<file path="src/rtl/mux_select_scanner.sv">
// Round-robin select sequencer for a 4-to-1 mux.
// Reassembles the serialised mux output into 4-bit frames behind a valid/ready port.
module mux_select_scanner #(
   parameter int DWELL = 2,
   parameter int CNT_W = 8
) (
   input  logic       clk,
   input  logic       rst_n,
   input  logic       start,
   input  logic       continuous,
   output logic [1:0] select,
   input  logic       mux_out,
   output logic [3:0] frame,
   output logic       frame_valid,
   input  logic       frame_ready,
   output logic       busy,
   output logic       overrun
);

   typedef enum logic {IDLE, SCAN} state_e;

   localparam logic [CNT_W-1:0] LAST = CNT_W'(DWELL - 1);

   state_e           state_q;
   logic [1:0]       ch_q;
   logic [CNT_W-1:0] cnt_q;
   logic [2:0]       buf_q;
   logic [1:0]       sel_q;
   logic [3:0]       frame_q;
   logic             fv_q;
   logic             busy_q;
   logic             ovr_q;

   logic             accept;
   logic [3:0]       word;

   assign accept = fv_q && frame_ready;
   assign word   = {mux_out, buf_q};

   always_ff @(posedge clk or negedge rst_n) begin
      if (!rst_n) begin
         state_q <= IDLE;
         ch_q    <= 2'd0;
         cnt_q   <= '0;
         buf_q   <= 3'd0;
         sel_q   <= 2'd0;
         frame_q <= 4'd0;
         fv_q    <= 1'b0;
         busy_q  <= 1'b0;
         ovr_q   <= 1'b0;
      end else begin
         // Completion below may re-assert valid on the same edge.
         if (accept) begin
            fv_q <= 1'b0;
         end
         unique case (state_q)
            IDLE: begin
               sel_q  <= 2'd0;
               busy_q <= 1'b0;
               if (start) begin
                  state_q <= SCAN;
                  ch_q    <= 2'd0;
                  cnt_q   <= '0;
                  busy_q  <= 1'b1;
                  ovr_q   <= 1'b0;
               end
            end
            SCAN: begin
               if (cnt_q == LAST) begin
                  cnt_q <= '0;
                  if (ch_q != 2'd3) begin
                     buf_q[ch_q] <= mux_out;
                     ch_q        <= ch_q + 2'd1;
                     sel_q       <= ch_q + 2'd1;
                  end else begin
                     if (!fv_q || frame_ready) begin
                        frame_q <= word;
                        fv_q    <= 1'b1;
                     end else begin
                        ovr_q <= 1'b1;
                     end
                     ch_q  <= 2'd0;
                     sel_q <= 2'd0;
                     if (!continuous) begin
                        state_q <= IDLE;
                        busy_q  <= 1'b0;
                     end
                  end
               end else begin
                  cnt_q <= cnt_q + CNT_W'(1);
               end
            end
            default: state_q <= IDLE;
         endcase
      end
   end

   assign select      = sel_q;
   assign frame       = frame_q;
   assign frame_valid = fv_q;
   assign busy        = busy_q;
   assign overrun     = ovr_q;

endmodule

</file>
<file path="config.mk">
export PLATFORM = sky130hd
export DESIGN_NAME = mux_select_scanner
export DESIGN_NICKNAME = d
export VERILOG_FILES = /design/src/rtl/mux_select_scanner.sv
export SDC_FILE = /design/constraint.sdc
export NUM_CORES = 1
export LEC_CHECK = 0
export ABC_CLOCK_PERIOD_IN_PS = 2300
export BUFFER_PORTS_ARGS = -buffer_cell sky130_fd_sc_hd__buf_2
export CAP_MARGIN = 25
export CORE_UTILIZATION = 56
export DETAILED_ROUTE_END_ITERATION = 12
export GPL_TIMING_DRIVEN = 0
export HOLD_SLACK_MARGIN = 0.1
export PLACE_DENSITY = 0.88
export SETUP_SLACK_MARGIN = 0.4
export SLEW_MARGIN = 20
export SYNTH_ARGS = -nofsm -noshare
export SYNTH_HDL_FRONTEND = slang
export SYNTH_SLANG_ARGS = --single-unit
</file>
<file path="constraint.sdc">
create_clock -name clk -period 2.3 [get_ports clk]
set_input_delay 0.115 -clock clk [delete_from_list [all_inputs] [get_ports clk]]
set_output_delay 0.115 -clock clk [all_outputs]
set_load 0.01 [all_outputs]
</file>
==> impl_metrics.py <==
metrics = {
    "global_route": {
        "grt_overflow_total": 0,
        "grtUsageMet2": 0.365,
        "grt_max_degree": 24,
        "grtUsageMet3": 0.0566,
        "gr-usage-met1": 0.278,
        "grt.total_usage": 0.228,
        "grt_pass1_vias": 838,
        "antenna_found_initial": 0,
        "busiest_layer": "met2",
        "grt_pass1_wl_um": 3520,
    },
    "die": {
        "die_h_um": 48.0,
        "ios": 15,
        "row_count": 16,
        "die_w_um": 48.0,
        "initial_core_util": 0.599,
        "floorplan.core_area_um2": 1980,
        "fp.dieArea_um2": 2310,
    },
    "sta": {
        "timing.final.crit_period_ns": 1.85,
        "setup_tns_ns": 0,
        "drv_slew": 0,
        "finClkSkew_ns": 0.00658,
        "worst_pin_slew_ns": 0.505,
        "slew_headroom": 0.663,
        "setup_viol": 0,
        "post-route-period-util": 0.803,
        "finalHoldViolations": 0,
        "rsz0062_at_grt": "no",
        "fmax_mhz": 541,
    },
    "route": {
        "post_drt_wl_per_cell_um": 15.5,
        "route.vias.total": 969,
        "first_pass_iters": 4,
        "route.detailed.drc": 0,
        "totalWireLength_um": 2500,
        "drt_iter0_drc": 40,
        "ant_nets": 0,
        "viasPerCell": 5.98,
    },
    "clock_tree": {
        "clock_path_buffers": 2,
        "insertion_delay_ns": 0.31,
        "cts_sinks": 23,
        "cts.clk_slew.worst_paths_ns": 0.13,
        "cts.htree.levels": 1,
        "cts_buffers": 3,
        "cts_tree": "yes",
        "cts-root-buf": "clkbuf_4",
    },
    "worst_hold_path": {
        "hold_class": "input pin to flop",
    },
    "logic_synthesis": {
        "yosysSeqAreaShare": 0.485,
        "yosysUniqueCellTypes": 34,
        "synth_flop_cell": "dfrtp_1",
        "async_flop_share": 1.00,
        "synth_edf_count": 0,
        "synth_area_um2": 1190,
        "syn_inst": 111,
        "syn_nets": 123,
        "yosys_warnings": 0,
        "avgSynthCellArea_um2": 10.7,
        "ys_ff_latch": 23,
    },
    "cells_and_area": {
        "n_antenna_cell": 0,
        "fin_util": 0.696,
        "nets": 148,
        "drive_above_1_share": 0.267,
        "area_delta_synth_final_pct": 16.1,
    },
    "pwr": {
        "p_per_area_nw_per_um2": 996,
        "switching_share": 0.381,
        "p_comb_frac": 0.349,
        "p_int_w": 0.000850,
        "p_sw_w": 0.000523,
        "clkPwrFrac": 0.137,
        "leakage_nw": 0.654,
        "vdd_drop_max_uv": 622,
        "p_seq_frac": 0.515,
    },
    "placement": {
        "port_buffers": 14,
        "hpwl_um": 1650,
        "gp_congestion": 0.876,
    },
    "run": {
        "maxCapViolCount": 0,
    },
    "worst_setup_path": {
        "critPathRequiredTime_ns": 2.51,
        "critPathKind": "flop to flop",
        "critPathLaunchType": "flop",
        "worst-path-max-fanout": 9,
        "arrival_ns": 2.05,
        "cp-end-kind": "flop",
    },
    "run_status": {
        "outcome": "finished clean",
    },
}
## sequential cells by signal, summed over array words and instances, names as in the netlist
name         count
cnt_q            8
frame            4
buf_q            3
ch_q             2
select           2
busy             1
frame_valid      1
overrun          1
state_q          1
## metrics by stage
stage	cell area (um^2)	hold slack, ns	total power [W]	std cells	worst slack [ns]
floorplan	1190	-0.181	0.00100	111	0.642
global placement	1290	0.111	0.00111	152	0.462
detailed placement	1290	0.112	0.00115	152	0.443
CTS	1350	0.101	0.00134	159	0.413
global route	1380	0.205	0.00147	162	0.385
finish	1380	0.208	0.00137	162	0.453
## placed cells by master (no fill, tap or decap), drive strengths merged, types with 3 or more instances in the layout
cell / instances
inv: 5
nand2: 13
nand4: 3
ha: 6
mux2: 7
dlygate4sd3: 4
a21oi: 6
clkbuf: 4
buf: 18
dfrtp: 23
nor3: 3
nand3: 10
mux2i: 3
o21ai: 4
nor2: 4
## layer usage
layer  vias to the layer above  share of wire
li1                        444              -
met1                       471           0.40
met2                        46           0.53
met3                         8          0.055
met4                         0          0.020
met5                         -              0
## power by group through the flow
stage	Combinational, W	Sequential, W	Clock (W)
2_1_floorplan	0.000311	0.000694	0
6_report	0.000479	0.000706	0.000188
3_5_place_dp	0.000433	0.000718	0
5_1_grt	0.000534	0.000731	0.000206
3_3_place_gp	0.000404	0.000703	0
4_1_cts	0.000443	0.000710	0.000188
## synthesized netlist by cell type, types with 2 or more instances
library cell | instances | area [um^2]
nand2b_1 | 2 | 12.5
mux2i_1 | 3 | 30.0
nor2_1 | 4 | 15.0
ha_1 | 6 | 75.1
nand3_1 | 10 | 50.1
nor2b_1 | 2 | 12.5
o21ai_0 | 4 | 20.0
inv_1 | 5 | 18.8
nand4_1 | 2 | 12.5
nor3_1 | 2 | 10.0
a21o_1 | 2 | 15.0
nand2_1 | 13 | 48.8
a21oi_1 | 6 | 30.0
or3_1 | 2 | 12.5
dfrtp_1 | 23 | 576
mux2_2 | 7 | 78.8
## logic make-up after synthesis
logic type	share of synthesized area
mux	0.0917
fa+ha+maj	0.0632
buf+inv	0.0316
xor+xnor	0.00738
compound gates	0.104
simple gates	0.217
flops	0.485
## repair_timing
action                                 4_1_cts  5_1_grt
buffers inserted                             0        2
gates resized for setup                      1        2
setup endpoints to repair                    1        6
endpoints found under the hold margin       29        1
hold buffers                                 3        1
pin swaps                                    0        1
## final timing paths
path | from | to | slack (ns) | depth (start not counted)
worst max-delay path | cnt_q[1] | frame[1] | 0.45 | 7
worst min-delay path | frame_ready | overrun | 0.21 | 4
worst max register to register | cnt_q[1] | frame[1] | 0.45 | 7
worst min register to register | frame[2] | frame[2] | 0.51 | 1
max in group asynchronous | rst_n | cnt_q[0] | 1.65 | 2
min in group asynchronous | rst_n | buf_q[1] | 0.28 | 2
## cell type report
cell class                 count  area (um^2)
sequential                    23          578
multi-input combinational     80          577
timing repair buffer          20          125
clock inverter                 1         5.00
clock buffer                   3         22.5
fill                         145          603
tap                           27         33.8
inverter                       5         18.8
buffer                         3         18.8
## critical path, stage by stage (launching register included)
cell	delay, ns
dfrtp_2	0.43
inv_1	0.08
ha_1	0.15
nor4b_4	0.31
and2_1	0.20
buf_6	0.15
nand4_4	0.13
mux2_2	0.30
(Power assumes the default switching activity.)
